$ cat config.mk
export PLATFORM = sky130hd
export DESIGN_NAME = gin_bus_ctrl
export DESIGN_NICKNAME = d
export VERILOG_FILES = /design/src/rtl/gin_bus_ctrl_pkg.sv /design/src/rtl/gin_psum_out_reg.sv /design/src/rtl/gin_bus_ctrl.sv
export SDC_FILE = /design/constraint.sdc
export NUM_CORES = 1
export LEC_CHECK = 0
export ABC_AREA = 1
export CORE_ASPECT_RATIO = 1.5
export CORE_UTILIZATION = 40
export CTS_BUF_LIST = sky130_fd_sc_hd__clkbuf_4
export DETAILED_ROUTE_END_ITERATION = 12
export GPL_ROUTABILITY_DRIVEN = 1
export GPL_TIMING_DRIVEN = 1
export PLACE_DENSITY = 0.75
export SLEW_MARGIN = 20
export SYNTH_ARGS = -nofsm -noshare
export SYNTH_HDL_FRONTEND = slang
export SYNTH_SLANG_ARGS = --single-unit
$ cat constraint.sdc
create_clock -name clk -period 2.81 [get_ports clk]
set_input_delay 0.4215 -clock clk [delete_from_list [all_inputs] [get_ports clk]]
set_output_delay 0.4215 -clock clk [all_outputs]
set_load 0.02 [all_outputs]
$ cat src/rtl/gin_bus_ctrl_pkg.sv
// Shared types and constants for the GIN bus-side controller.
// Command types, state names and caster enable codes.
package gin_bus_ctrl_pkg;

  typedef enum logic [1:0] {T_IFMAP, T_FLTR, T_PSUM, T_CFG} bus_type_e;
  typedef enum {IDLE, ISSUE} gin_state_e;

  localparam logic [2:0] CEN_IFMAP = 3'b001;
  localparam logic [2:0] CEN_FLTR  = 3'b010;
  localparam logic [2:0] CEN_PSUM  = 3'b100;

  // The state register is a single bit; these keep the names tied to the enum.
  localparam logic S_IDLE  = 1'(int'(IDLE));
  localparam logic S_ISSUE = 1'(int'(ISSUE));

  function automatic logic [2:0] cen_of(input logic [1:0] t);
    logic [2:0] c;
    c = 3'b000;
    case (t)
      T_IFMAP: c = CEN_IFMAP;
      T_FLTR:  c = CEN_FLTR;
      T_PSUM:  c = CEN_PSUM;
      default: c = 3'b000;
    endcase
    return c;
  endfunction

endpackage

$ cat src/rtl/gin_psum_out_reg.sv
// One-entry valid/ready holding register for psums returned from the multicasters.
module gin_psum_out_reg #(
  parameter int W     = 32,
  parameter int TAG_W = 2
) (
  input  logic             clk,
  input  logic             rst_n,
  input  logic             load,
  input  logic [W-1:0]     load_data,
  input  logic [TAG_W-1:0] load_tag,
  input  logic             m_ready,
  output logic             m_valid,
  output logic [W-1:0]     m_data,
  output logic [TAG_W-1:0] m_tag
);

  always_ff @(posedge clk) begin
    if (!rst_n) begin
      m_valid <= 1'b0;
      m_data  <= '0;
      m_tag   <= '0;
    end else if (load) begin
      m_valid <= 1'b1;
      m_data  <= load_data;
      m_tag   <= load_tag;
    end else if (m_ready) begin
      m_valid <= 1'b0;
    end
  end

endmodule

$ cat src/rtl/gin_bus_ctrl.sv
// Bus-side transmitter of the BUS_IF protocol: broadcasts tagged words to the
// multicasters, waits for their acknowledge and returns captured psums.
//
//   state   | meaning
//   --------+-----------------------------------------------------------
//   IDLE    | ready for a command (when no psum is blocking the output)
//   ISSUE   | transfer presented on bus, waiting for bus_valid or timeout
module gin_bus_ctrl
  import gin_bus_ctrl_pkg::*;
#(
  parameter  int DATA_WIDTH = 16,
  parameter  int NUM_COL    = 4,
  parameter  int TIMEOUT    = 255,
  localparam int TAG_W      = (NUM_COL > 1) ? $clog2(NUM_COL) : 1
) (
  input  logic                    clk,
  input  logic                    rst_n,
  input  logic                    s_valid,
  output logic                    s_ready,
  input  logic [1:0]              s_type,
  input  logic [TAG_W-1:0]        s_tag,
  input  logic [2*DATA_WIDTH-1:0] s_data,
  output logic [DATA_WIDTH-1:0]   ifmap_data_B2M,
  output logic [DATA_WIDTH-1:0]   fltr_data_B2M,
  output logic [2*DATA_WIDTH-1:0] psum_data_B2M,
  output logic [2:0]              caster_en,
  output logic                    bus_ready,
  output logic [TAG_W-1:0]        bus_tag,
  output logic [7:0]              kernel_size,
  input  logic                    bus_valid,
  input  logic [2*DATA_WIDTH-1:0] psum_data_M2B,
  output logic                    m_valid,
  input  logic                    m_ready,
  output logic [2*DATA_WIDTH-1:0] m_data,
  output logic [TAG_W-1:0]        m_tag,
  output logic                    err_timeout
);

  localparam int CNT_W = $clog2(TIMEOUT + 1);

  logic             state;
  logic [CNT_W-1:0] wait_cnt;
  logic             accept;
  logic             done;
  logic             psum_load;

  assign s_ready   = rst_n && (state == S_IDLE) && (!m_valid || m_ready);
  assign accept    = s_valid && s_ready;
  // The ack is checked before the terminal count, so a late ack still wins.
  assign done      = bus_valid || (wait_cnt == CNT_W'(TIMEOUT));
  assign psum_load = (state == S_ISSUE) && bus_valid && (caster_en == CEN_PSUM);

  always_ff @(posedge clk) begin
    if (!rst_n) begin
      state          <= S_IDLE;
      wait_cnt       <= '0;
      ifmap_data_B2M <= '0;
      fltr_data_B2M  <= '0;
      psum_data_B2M  <= '0;
      caster_en      <= 3'b000;
      bus_ready      <= 1'b0;
      bus_tag        <= '0;
      kernel_size    <= 8'h00;
      err_timeout    <= 1'b0;
    end else begin
      case (state)
        S_IDLE: begin
          if (accept) begin
            case (s_type)
              T_IFMAP: ifmap_data_B2M <= s_data[DATA_WIDTH-1:0];
              T_FLTR:  fltr_data_B2M  <= s_data[DATA_WIDTH-1:0];
              T_PSUM:  psum_data_B2M  <= s_data;
              default: kernel_size    <= s_data[7:0];
            endcase
            if (s_type != T_CFG) begin
              state     <= S_ISSUE;
              caster_en <= cen_of(s_type);
              bus_tag   <= s_tag;
              bus_ready <= 1'b1;
              wait_cnt  <= CNT_W'(1);
            end
          end
        end
        S_ISSUE: begin
          if (done) begin
            state     <= S_IDLE;
            bus_ready <= 1'b0;
            caster_en <= 3'b000;
            if (!bus_valid) err_timeout <= 1'b1;
          end else begin
            wait_cnt <= wait_cnt + CNT_W'(1);
          end
        end
        default: state <= S_IDLE;
      endcase
    end
  end

  gin_psum_out_reg #(
    .W     (2*DATA_WIDTH),
    .TAG_W (TAG_W)
  ) u_psum_out (
    .clk       (clk),
    .rst_n     (rst_n),
    .load      (psum_load),
    .load_data (psum_data_M2B),
    .load_tag  (bus_tag),
    .m_ready   (m_ready),
    .m_valid   (m_valid),
    .m_data    (m_data),
    .m_tag     (m_tag)
  );

endmodule

# Word-level counts from Yosys, hierarchy flattened
# Cells that the tools add are included.
# word_totals
regBits	123
latch_bits	0
ram_bits	0
mem_bits_ro	0
input_bits	73
output_inout_bits	115
elab_cells	64
mem_count	0
# op_classes
add_sub_neg	1
n_mul	0
div	0
n_lt_le_gt_ge	0
eq_ne	9
n_shift	0
n_mux	19
n_bitwise	3
reduce_logical	19
# op_table
cell	n
2-to-1 mux 8 bit	3
AND reduction 3 bit	8
case mux 8 bit (2 select lines)	1
2-to-1 mux 3 bit	3
case mux 3 bit (3 select lines)	1
adder 8 x 1 -> 8 bit, second input constant	1
== test 8 bit, second input constant	1
2-to-1 mux 1 bit	8
inequality test 2 bit, second input constant	3
case mux 3 bit (2 select lines)	1
logical AND 1 bit	5
inequality test 2 x 1 -> 1 bit, second input constant	2
case mux 1 bit (2 select lines)	2
== test 3 bit, second input constant	1
inverter 1 bit	3
OR reduction 3 bit	1
== test 2 x 1 -> 1 bit, second input constant	1
== test 2 bit, second input constant	1
logical NOT 2 bit	1
logical OR 1 bit	2
nonzero test 2 bit	1
logical NOT 1 bit	1

# Depth between registers and ports, before layout
# Gate-level depths: netlist of run 1.
# logic_depth
depth_word	6
ltp_mapped	10

# Cells and area by module
# Synthesis of run 1 repeated with hierarchy kept, for this count alone.
# hier_totals
hier_cells	616
area_unflattened_um2	4670.7
# modules_own_cells
module	instances	cells_per_inst	area_per_inst_um2
gin_bus_ctrl	1	465	3449.6
gin_psum_out_reg	1	151	1221.2

# Least setup slack after synthesis of run 1
# Ideal clock, no wire load.
# synth_timing
path_type	input-to-reg
start	input m_ready
end	register kernel_size[0]
arrival_time_ns	1.544
setup_slack_ns	1.202
cell_stages	8
n_path_buf	0
cell_sequence	inv_1 nand2_1 nand2_1 nor2_1 nand2_1 nor2_2 o21ai_0 nor2_1
# synth_via
elab_chain_cells	4
# synth_lines
element	line	source
from (decl)	gin_bus_ctrl.sv:33	input logic m_ready,
logical OR 1 bit	gin_bus_ctrl.sv:47	assign s_ready = rst_n && (state == S_IDLE) && (!m_valid || m_ready);
logical AND 1 bit	gin_bus_ctrl.sv:47	
named net s_ready	gin_bus_ctrl.sv:19	output logic s_ready,
logical AND 1 bit	gin_bus_ctrl.sv:48	assign accept = s_valid && s_ready;
AND reduction 3 bit (no line)	n/a	
to (signal assigned)	gin_bus_ctrl.sv:73	default: kernel_size <= s_data[7:0];
to (decl)	gin_bus_ctrl.sv:29	output logic [7:0] kernel_size,
# The timed path passes the listed nets, and every way through them passes these cells.
# A chain may end at the register's enable or synchronous reset.

# Worst setup path in the final report of run 1
# layout_timing
start	input m_ready
end	output s_ready
# layout_via
elab_chain_cells	2
# layout_lines
element	line
logical OR 1 bit	gin_bus_ctrl.sv:47
logical AND 1 bit	gin_bus_ctrl.sv:47
to (decl)	gin_bus_ctrl.sv:19
# Every way passes these cells.

==> impl_metrics.yaml, run 1 <==
grt:
  grt_pass1_wl_um: 20500
  grt_pass1_vias: 4356
  antenna_found_initial: 1
  grt_max_degree: 40
  grt.total_usage: 0.227
  overflow: 0
synth:
  yosys_register_bits: 123
  synth_warnings: 0
  synth.distinct_cells: 26
  yosys_most_used_dff: "dfxtp_1"
  ys_seq_area_frac: 0.540
  yosys-top-cells-area: "dfxtp_1, nor2_1, o21ai_0"
  syn-num-nets: 686
  async_reset_ff_frac: 0
  synth_edf_count: 0
  yosysTopAreaCellShare: 0.540
  syn-instance-count: 612
  synthTopCellsByCount: "nor2_1, dfxtp_1, o21ai_0"
  postSynthAreaPerCell_um2: 7.45
  netlist_area_mm2: 0.00456
  synth_top_cell_by_area: "dfxtp_1"
  synth.most_common_cell: "nor2_1"
placement:
  io_buffer_count: 187
  placed_cell_area_mm2: 0.00650
  dpl.hpwl_um: 9700
  place.gp.congestion: 0.830
status:
  status: "complete, no violations"
timing:
  max_freq_mhz: 434
  tns_ns: 0
  hold_viol_final: 0
  fin_crit_ns: 2.31
  slew_headroom: 0.396
  drv_slew: 0
  rsz0062_at_grt: "no"
  finalClockSkew_ns: 0.0199
  period_share: 0.821
  worstMarginPinSlew_ns: 0.900
  timing.hold.ws_ns: 0.333
  setup_viol_count_final: 0
worst_setup_path:
  endpoint_kind: "primary output"
  startpoint_type: "input port"
  r2r_end: "u_psum_out.m_data[22]$_SDFFE_PN0P_"
  path_max_fanout: 4
  worstPathArrival_ns: 1.88
  path_class: "input port to primary output"
  rrSetupSlack_ns: 0.95
  critPathRequiredTime_ns: 2.39
  r2r_cells: 4
  r2r_start: "state$_SDFF_PN0_"
final_layout:
  nNetsFinal: 864
  stdcell_area_mm2: 0.00686
  fillers: 1015
  drive_gt1_frac: 0.0561
  syn2layout_area_growth_pct: 50.4
die:
  io_pins: 188
  initial_core_util: 0.412
  die-area_mm2: 0.0118
  fp-row-count: 47
  core_mm2: 0.0111
  die_width_um: 89.2
  die_y_um: 133
drt:
  detail-route-antenna-nets: 0
  vias_per_cell: 4.83
  wl_um: 13200
  drt_iter0_drc: 192
  drc: 0
  routedWlPerCell_um: 13.9
  vias: 4585
  firstDrtPassIters: 5
cts:
  cts_made_buffers: 17
  cts_tree: "yes"
  cts.clk_slew.worst_paths_ns: 0.10
  clock_sinks: 123
  cts_root_buf: "clkbuf_4"
  cts_hold_buf: 0
  htreeDepth: 4
  cts_resized: 0
  post-cts-setup-buffers: 0
  clockBufferDepth: 2
  clk_latency_ns: 0.51
hold_path:
  worstHoldEndpoint: "state$_SDFF_PN0_"
  hold_depth: 3
  hold_start: "rst_n"
  min_path_type: "input port to flop"
power_and_ir_drop:
  power_density_mw_per_mm2: 544
  power_leakage_nw: 2.65
  irDropWorstVdd_uv: 413
job:
  maxCapViolations: 0
## kinds of logic (layout without fill, tap and decap cells)
kind of cell,after synthesis,after routing,share of synthesized area
AOI/OAI and AO/OA,112,112,0.123
DFF,123,123,0.540
and+or+nand+nor,309,309,0.271
xor gates and xnor gates,1,1,0.00192
other,0,1,0
buffers and inverters,66,256,0.0606
adders and majority gates,1,1,0.00274
## cell usage in the layout, fill, tap and decap left out, drive strengths merged, types with 6 or more instances in the layout
master         instances
clkdlybuf4s50        186
dfxtp                123
clkbuf                17
nand2                 60
nor2                 223
a21oi                 15
clkinv                 8
nand3                 12
inv                   31
nor3                  10
o21ai                 96
bufinv                 6
buf                    7
## metrics by stage
step / setup slack [ns] / total power (W) / utilization / cells
after floorplan: 1.20 / 0.00204 / - / 612
after global placement: 0.490 / 0.00226 / 0.588 / 918
after detailed placement: 0.527 / 0.00228 / 0.588 / 918
after CTS: 0.496 / 0.00378 / 0.620 / 949
after global routing: 0.393 / 0.00390 / 0.620 / 950
final: 0.504 / 0.00373 / 0.620 / 950
## power breakdown
group | total, W | switching [W] | internal, W
Combinational | 0.000420 | 0.000211 | 0.000208
Sequential | 0.00181 | 0.0000270 | 0.00179
Clock | 0.00150 | 0.000625 | 0.000871
## flip-flops by register name, summed over array words and instances, names as in the netlist
name                count
bus_ready               1
ifmap_data_B2M         16
bus_tag                 2
wait_cnt                8
err_timeout             1
u_psum_out.m_data      32
state                   1
u_psum_out.m_tag        2
u_psum_out.m_valid      1
psum_data_B2M          32
kernel_size             8
caster_en               3
fltr_data_B2M          16
## layout make-up
class / count / area (um2) / share of cell area
flip-flops and latches: 123 / 2460 / 0.359
repair buffers: 193 / 1910 / 0.279
multi-input cells: 423 / 1820 / 0.266
clock inverters: 14 / 226 / 0.0330
well taps: 147 / 184 / 0.0268
clock buffers: 17 / 128 / 0.0186
inverters: 32 / 120 / 0.0175
diodes: 1 / 2.50 / 0.000365
## worst max path at each step
stage               startpoint                           to  slack [ns]
floorplan              m_ready  kernel_size[0]$_SDFFE_PN0P_        1.20
global placement       m_ready                      s_ready        0.49
detailed placement     m_ready                      s_ready        0.53
CTS                    m_ready                      s_ready        0.50
global route           m_ready                      s_ready        0.39
finish                 m_ready                      s_ready        0.50
## worst max-delay path, cell delays in order
cell and delay, ns:
clkdlybuf4s50_1 0.48, inv_1 0.04, nand2_1 0.11, nand2_1 0.06, nor2_1 0.13, clkdlybuf4s50_1 0.63
## routing by layer
layer,share of wire,wire [um],global-route usage,vias to the layer above
li1,-,-,-,2293
met1,0.37,4900,0.238,2082
met2,0.52,6820,0.397,170
met3,0.066,871,0.0618,40
met4,0.046,609,0.127,0
met5,0,0,0,-
No activity file was read; power rests on OpenSTA's default activity.
==> run 2: changes to the inputs <==
--- a/config.mk
+++ b/config.mk
@@ -12,7 +12,7 @@
 export DETAILED_ROUTE_END_ITERATION = 12
 export GPL_ROUTABILITY_DRIVEN = 1
 export GPL_TIMING_DRIVEN = 1
-export PLACE_DENSITY = 0.75
+export PLACE_DENSITY = 0.78
 export SLEW_MARGIN = 20
 export SYNTH_ARGS = -nofsm -noshare
 export SYNTH_HDL_FRONTEND = slang
==> constraint.sdc (replaced) <==
create_clock -name clk -period 2.1 [get_ports clk]
set_input_delay 0.315 -clock clk [delete_from_list [all_inputs] [get_ports clk]]
set_output_delay 0.315 -clock clk [all_outputs]
set_load 0.02 [all_outputs]
==> run 2 against run 1 <==
Sequential cell count is the same. Final cell count grew 1.1%. Clock power grew 41%. Sequential power grew 34%. Worst setup slack lost 0.27 ns. Global-route usage grew 0.71 points. Via count grew 0.92%. Hold slack lost 0.17 ns. Register-to-register slack lost 0.58 ns. Final area grew 1.5%. Power grew 37%. Die area is the same. Critical path type is now flop to primary output.
==> impl_metrics.yaml, run 2 (same netlist as run 1, synthesis figures left out) <==
timing:
  timing.hold.ws_ns: 0.163
  period_share: 0.887
  fin_crit_ns: 1.86
  tns_ns: 0
  drv_slew: 0
  hold_viol_final: 0
  slew_headroom: 0.620
  setup_slack_ns: 0.237
  setup_viol_count_final: 0
  finalClockSkew_ns: 0.0117
  rsz0062_at_grt: "no"
  worstMarginPinSlew_ns: 0.570
  max_freq_mhz: 537
die:
  die-area_mm2: 0.0118
  io_pins: 188
  die_width_um: 89.2
  core_mm2: 0.0111
  die_y_um: 133
  initial_core_util: 0.412
  fp-row-count: 47
cts:
  cts_tree: "yes"
  clockBufferDepth: 2
  clock_sinks: 123
  cts_resized: 1
  cts_hold_buf: 0
  cts_made_buffers: 17
  cts.clk_slew.worst_paths_ns: 0.11
  htreeDepth: 4
  cts_root_buf: "clkbuf_4"
  clk_latency_ns: 0.53
  post-cts-setup-buffers: 0
drt:
  routedWlPerCell_um: 14.4
  drt_iter0_drc: 252
  vias_per_cell: 4.82
  drc: 0
  detail-route-antenna-nets: 0
  wl_um: 13800
  firstDrtPassIters: 4
  vias: 4627
hold_path:
  min_path_type: "input port to flop"
final_layout:
  final_common_cell: "nor2_1"
  layout_common_cells: "nor2_1, clkdlybuf4s50_1, dfxtp_1"
  syn2layout_area_growth_pct: 52.6
  nNetsFinal: 873
  fillers: 997
  top_regs: "psum_data_B2M: 32 flops, u_psum_out.m_data: 32 flops"
  stdcell_area_mm2: 0.00696
  drive_gt1_frac: 0.0714
grt:
  overflow: 0
  grt_max_degree: 65
  grt_pass1_wl_um: 20900
  grt_pass1_vias: 4361
  grt.total_usage: 0.234
  antenna_found_initial: 1
worst_setup_path:
  slowest_stage: "clkdlybuf4s50_1"
  path_buf_inv: 1
  worstPathCellList: "clkdlybuf4s50_1"
  path_class: "flop to primary output"
  critPathTopFamily: "buffers and inverters"
  endpoint_kind: "primary output"
  slowest_delay_ns: 0.66
  path_max_fanout: 3
  startpoint_type: "flop"
  worstPathArrival_ns: 1.55
  critPathRequiredTime_ns: 1.78
job:
  maxCapViolations: 0
placement:
  dpl.hpwl_um: 10000
  pre_cts_ws_ns: 0.106
  placed_cell_area_mm2: 0.00658
  place.gp.congestion: 0.869
  io_buffer_count: 187
power_and_ir_drop:
  power_density_mw_per_mm2: 735
  irDropWorstVdd_uv: 428
  power_leakage_nw: 2.72
  total_power_w: 0.00511
status:
  status: "complete, no violations"
==> run 2: cell count changes in the layout (fill, tap and decap cells not counted), sizes merged <==
cell	previous run	this run
buf	7	16
clkinv	8	7
inv	31	33
dlymetal6s2s	0	1
clkdlybuf4s50	186	185
==> run 2: per-stage QoR <==
step	util	cells
after CTS	0.629	959
after detailed placement	0.595	927
after global routing	0.629	960
after global placement	0.595	927
final	0.629	960
after floorplan	-	612
==> run 2: path summary, 6_finish.rpt <==
kind	slack, ns	end	depth (start not counted)	start
min	0.16	psum_data_B2M[27]$_SDFFE_PN0P_	3	rst_n
max	0.24	caster_en[1]	1	caster_en[1]$_SDFFE_PN0P_
max reg2reg	0.37	wait_cnt[0]$_SDFFE_PN0P_	9	wait_cnt[0]$_SDFFE_PN0P_
min reg2reg	0.46	err_timeout$_SDFFE_PN0P_	2	err_timeout$_SDFFE_PN0P_
==> run 2: layout make-up <==
| cell class | count | area (um2) | area share |
|---|---|---|---|
| multi-input combinational | 423 | 1820 | 0.262 |
| clock inverter | 15 | 245 | 0.0352 |
| clock buffer | 17 | 128 | 0.0183 |
| sequential | 123 | 2460 | 0.354 |
| inverter | 32 | 120 | 0.0173 |
| antenna | 1 | 2.50 | 0.000360 |
| tap | 147 | 184 | 0.0264 |
| timing repair buffer | 202 | 1990 | 0.287 |
==> run 2: report_power, final <==
group          switching [W]  total, W  internal (W)
logic               0.000290  0.000577      0.000287
registers          0.0000361   0.00243       0.00239
clock network       0.000917   0.00211       0.00119
total                0.00124   0.00511       0.00387
==> run 2: per-layer routing <==
| layer | routed length (um) | global-route usage | part of all wire |
|---|---|---|---|
| met2 | 7220 | 0.422 | 0.52 |
| met5 | 0 | 0 | 0 |
| met1 | 5040 | 0.233 | 0.37 |
| met4 | 580 | 0.130 | 0.042 |
| met3 | 938 | 0.0674 | 0.068 |
==> run 3: changes to the inputs <==
--- a/config.mk
+++ b/config.mk
@@ -16,4 +16,5 @@
 export SLEW_MARGIN = 20
 export SYNTH_ARGS = -nofsm -noshare
 export SYNTH_HDL_FRONTEND = slang
+export SYNTH_HIERARCHICAL = 1
 export SYNTH_SLANG_ARGS = --single-unit
==> run 3 against run 2 <==
Count of clock-buffer cells in the layout unchanged. Combinational power down 3.5%. Sequential power about the same. Final area down 0.36%. Critical path depth unchanged. Hold slack better by 0.020 ns. Sequential cell count unchanged. Global-route usage down 1.4 points. Core utilization down 2.2 points. Final cell count down 0.10%. Critical path type unchanged. Critical endpoint is now bus_tag[1]. Largest power group unchanged. Highest routed layer unchanged.
==> impl_metrics.yaml, run 3 <==
timing:
  max_freq_mhz: 542
  worstMarginPinSlew_ns: 0.988
  drv_slew: 0
  slew_headroom: 0.341
  fin_crit_ns: 1.85
  setup_viol_count_final: 0
  hold_viol_final: 0
  timing.hold.ws_ns: 0.183
  period_share: 0.879
  finalClockSkew_ns: 0.0128
  rsz0062_at_grt: "no"
  tns_ns: 0
die:
  core_mm2: 0.0114
  die_y_um: 134
  initial_core_util: 0.409
  die_width_um: 90.2
  fp-row-count: 48
  die-area_mm2: 0.0121
  io_pins: 188
placement:
  place.gp.congestion: 0.792
  io_buffer_count: 187
  dpl.hpwl_um: 9160
  dp_cells: 927
worst_setup_path:
  critPathRequiredTime_ns: 1.78
  r2r_end: "psum_data_B2M[28]$_SDFFE_PN0P_"
  rrSetupSlack_ns: 0.49
  worstPathCellList: "clkdlybuf4s50_1"
  critPathTopFamily: "buffers and inverters"
  slowest_stage: "clkdlybuf4s50_1"
  r2r_cells: 7
  slowest_delay_ns: 0.64
  path_buf_inv: 1
  worstPathArrival_ns: 1.53
  path_max_fanout: 3
  path_class: "flop to primary output"
  endpoint_kind: "primary output"
  startpoint_type: "flop"
  r2r_start: "state$_SDFF_PN0_"
cts:
  cts.clk_slew.worst_paths_ns: 0.12
  cts_tree: "yes"
  cts_made_buffers: 17
  clockBufferDepth: 2
  htreeDepth: 4
  clk_latency_ns: 0.51
  post-cts-setup-buffers: 0
  clock_sinks: 123
  cts_root_buf: "clkbuf_4"
synth:
  synth-adder-area-share: 0.00268
  synth_top_family_by_area: "simple AND/OR/NAND/NOR gates"
  synth_edf_count: 0
  synth_top_cell_by_area: "dfxtp_1"
  async_reset_ff_frac: 0
  yosys_most_used_dff: "dfxtp_1"
  synthXorXnorAreaFrac: 0.00188
  synth.most_common_cell: "nor2_1"
  netlist_area_mm2: 0.00467
  yosysTopAreaCellShare: 0.527
  ys_seq_area_frac: 0.527
  synthTopCellsByCount: "nor2_1, dfxtp_1, o21ai_0"
  yosys.area_share.simple: 0.270
  postSynthAreaPerCell_um2: 7.58
  syn-instance-count: 616
  yosys-top-cells-area: "dfxtp_1, nor2_1, o21ai_0"
  synth_compound_area_frac: 0.121
  muxShareOfSynthArea: 0
  synth.distinct_cells: 29
  yosys_register_bits: 123
  syn-num-nets: 690
  synth_warnings: 6
grt:
  grt_pass1_wl_um: 21400
  grt_max_degree: 114
  overflow: 0
  antenna_found_initial: 1
  grtUsageMet3: 0.0612
  grt.total_usage: 0.220
  grtUsageMet1: 0.244
  grt_use_met2: 0.385
  top_usage_layer: "met2"
  grt_pass1_vias: 4575
final_layout:
  syn2layout_area_growth_pct: 48.4
  fin_util: 0.608
  final_common_cell: "nor2_1"
  regArea_mm2: 0.00246
  fillers: 996
  instances_no_fill: 959
  drive_gt1_frac: 0.0693
  multi_input_comb_area_mm2: 0.00185
  nNetsFinal: 870
  layout_common_cells: "nor2_1, clkdlybuf4s50_1, dfxtp_1"
  top_regs: "psum_data_B2M: 32 flops, u_psum_out/m_data: 32 flops"
power_and_ir_drop:
  power_leakage_nw: 2.81
  power_density_mw_per_mm2: 733
  irDropWorstVdd_uv: 359
drt:
  detail-route-antenna-nets: 0
  drt_iter0_drc: 167
  routedWlPerCell_um: 13.6
  vias: 4655
  drc: 0
  wl_um: 13100
  firstDrtPassIters: 4
  vias_per_cell: 4.85
hold_path:
  worstHoldEndpoint: "wait_cnt[1]$_SDFFE_PN0P_"
  hold_start: "rst_n"
  hold_depth: 3
  min_path_type: "input port to flop"
job:
  maxCapViolations: 0
status:
  status: "complete, no violations"
[run 3: changes by cell type after synthesis, sizes merged]
| cell | previous run | this run |
|---|---|---|
| clkbuf | 21 | 18 |
| inv | 31 | 32 |
| nand2 | 60 | 62 |
| nor3b | 1 | 0 |
| buf | 13 | 16 |
| nor3 | 10 | 11 |
| nor2 | 223 | 224 |
| clkinv | 1 | 2 |
| nand3 | 12 | 11 |
[run 3: where the power goes]
group / switching, W / internal [W]
Clock: 0.000911 / 0.00119
Combinational: 0.000281 / 0.000276
Sequential: 0.0000331 / 0.00239
Total: 0.00123 / 0.00386
[run 3: per-layer routing]
| layer | vias to the layer above | part of all wire |
|---|---|---|
| li1 | 2311 | - |
| met1 | 2156 | 0.41 |
| met2 | 162 | 0.51 |
| met3 | 26 | 0.055 |
| met4 | 0 | 0.028 |
| met5 | - | 0 |
[run 3: kinds of logic after synthesis]
logic type / after synthesis
AOI/OAI and AO/OA: 112
and+or+nand+nor: 311
DFF: 123
xor gates and xnor gates: 1
adders and majority gates: 1
buffers and inverters: 68
[run 3: worst max path at each step]
stage,startpoint,to,slack [ns],cells after the start
2_1_floorplan,state$_SDFF_PN0_,u_psum_out/m_data[20]$_SDFFE_PN0P_,0.39,7
3_3_place_gp,m_ready,s_ready,0.09,6
3_5_place_dp,m_ready,s_ready,0.08,6
4_1_cts,bus_tag[0]$_SDFFE_PN0P_,bus_tag[0],0.18,1
5_1_grt,bus_tag[1]$_SDFFE_PN0P_,bus_tag[1],0.15,1
6_report,bus_tag[1]$_SDFFE_PN0P_,bus_tag[1],0.25,1
[run 3: stage by stage]
step	area (um2)	setup slack (ns)	power (W)
6_report	6930	0.254	0.00508
5_1_grt	6930	0.150	0.00529
4_1_cts	6930	0.176	0.00515
3_5_place_dp	6560	0.0803	0.00304
3_3_place_gp	6560	0.0911	0.00302
2_1_floorplan	4670	0.392	0.00273
[run 3: worst reg2reg max path, cell delays in order (launching register included)]
cell      delay (ns)
dfxtp_1         0.34
buf_4           0.19
nor2_4          0.06
and3_4          0.19
nand2_4         0.07
clkinv_2        0.34
nor2_1          0.25
nor2_1          0.08
[run 3: timing repair]
item | CTS | global route
resized for setup | 1 | 0
hold buffers | 0 | 0
setup endpoints to repair | 1 | 0
[run 3: layout make-up]
type	count	share of cell area
Antenna cell	1	0.000361
Clock buffer	17	0.0184
Clock inverter	14	0.0352
Inverter	34	0.0188
Multi-Input combinational cell	425	0.267
Sequential cell	123	0.355
Tap cell	150	0.0271
Timing Repair Buffer	195	0.278
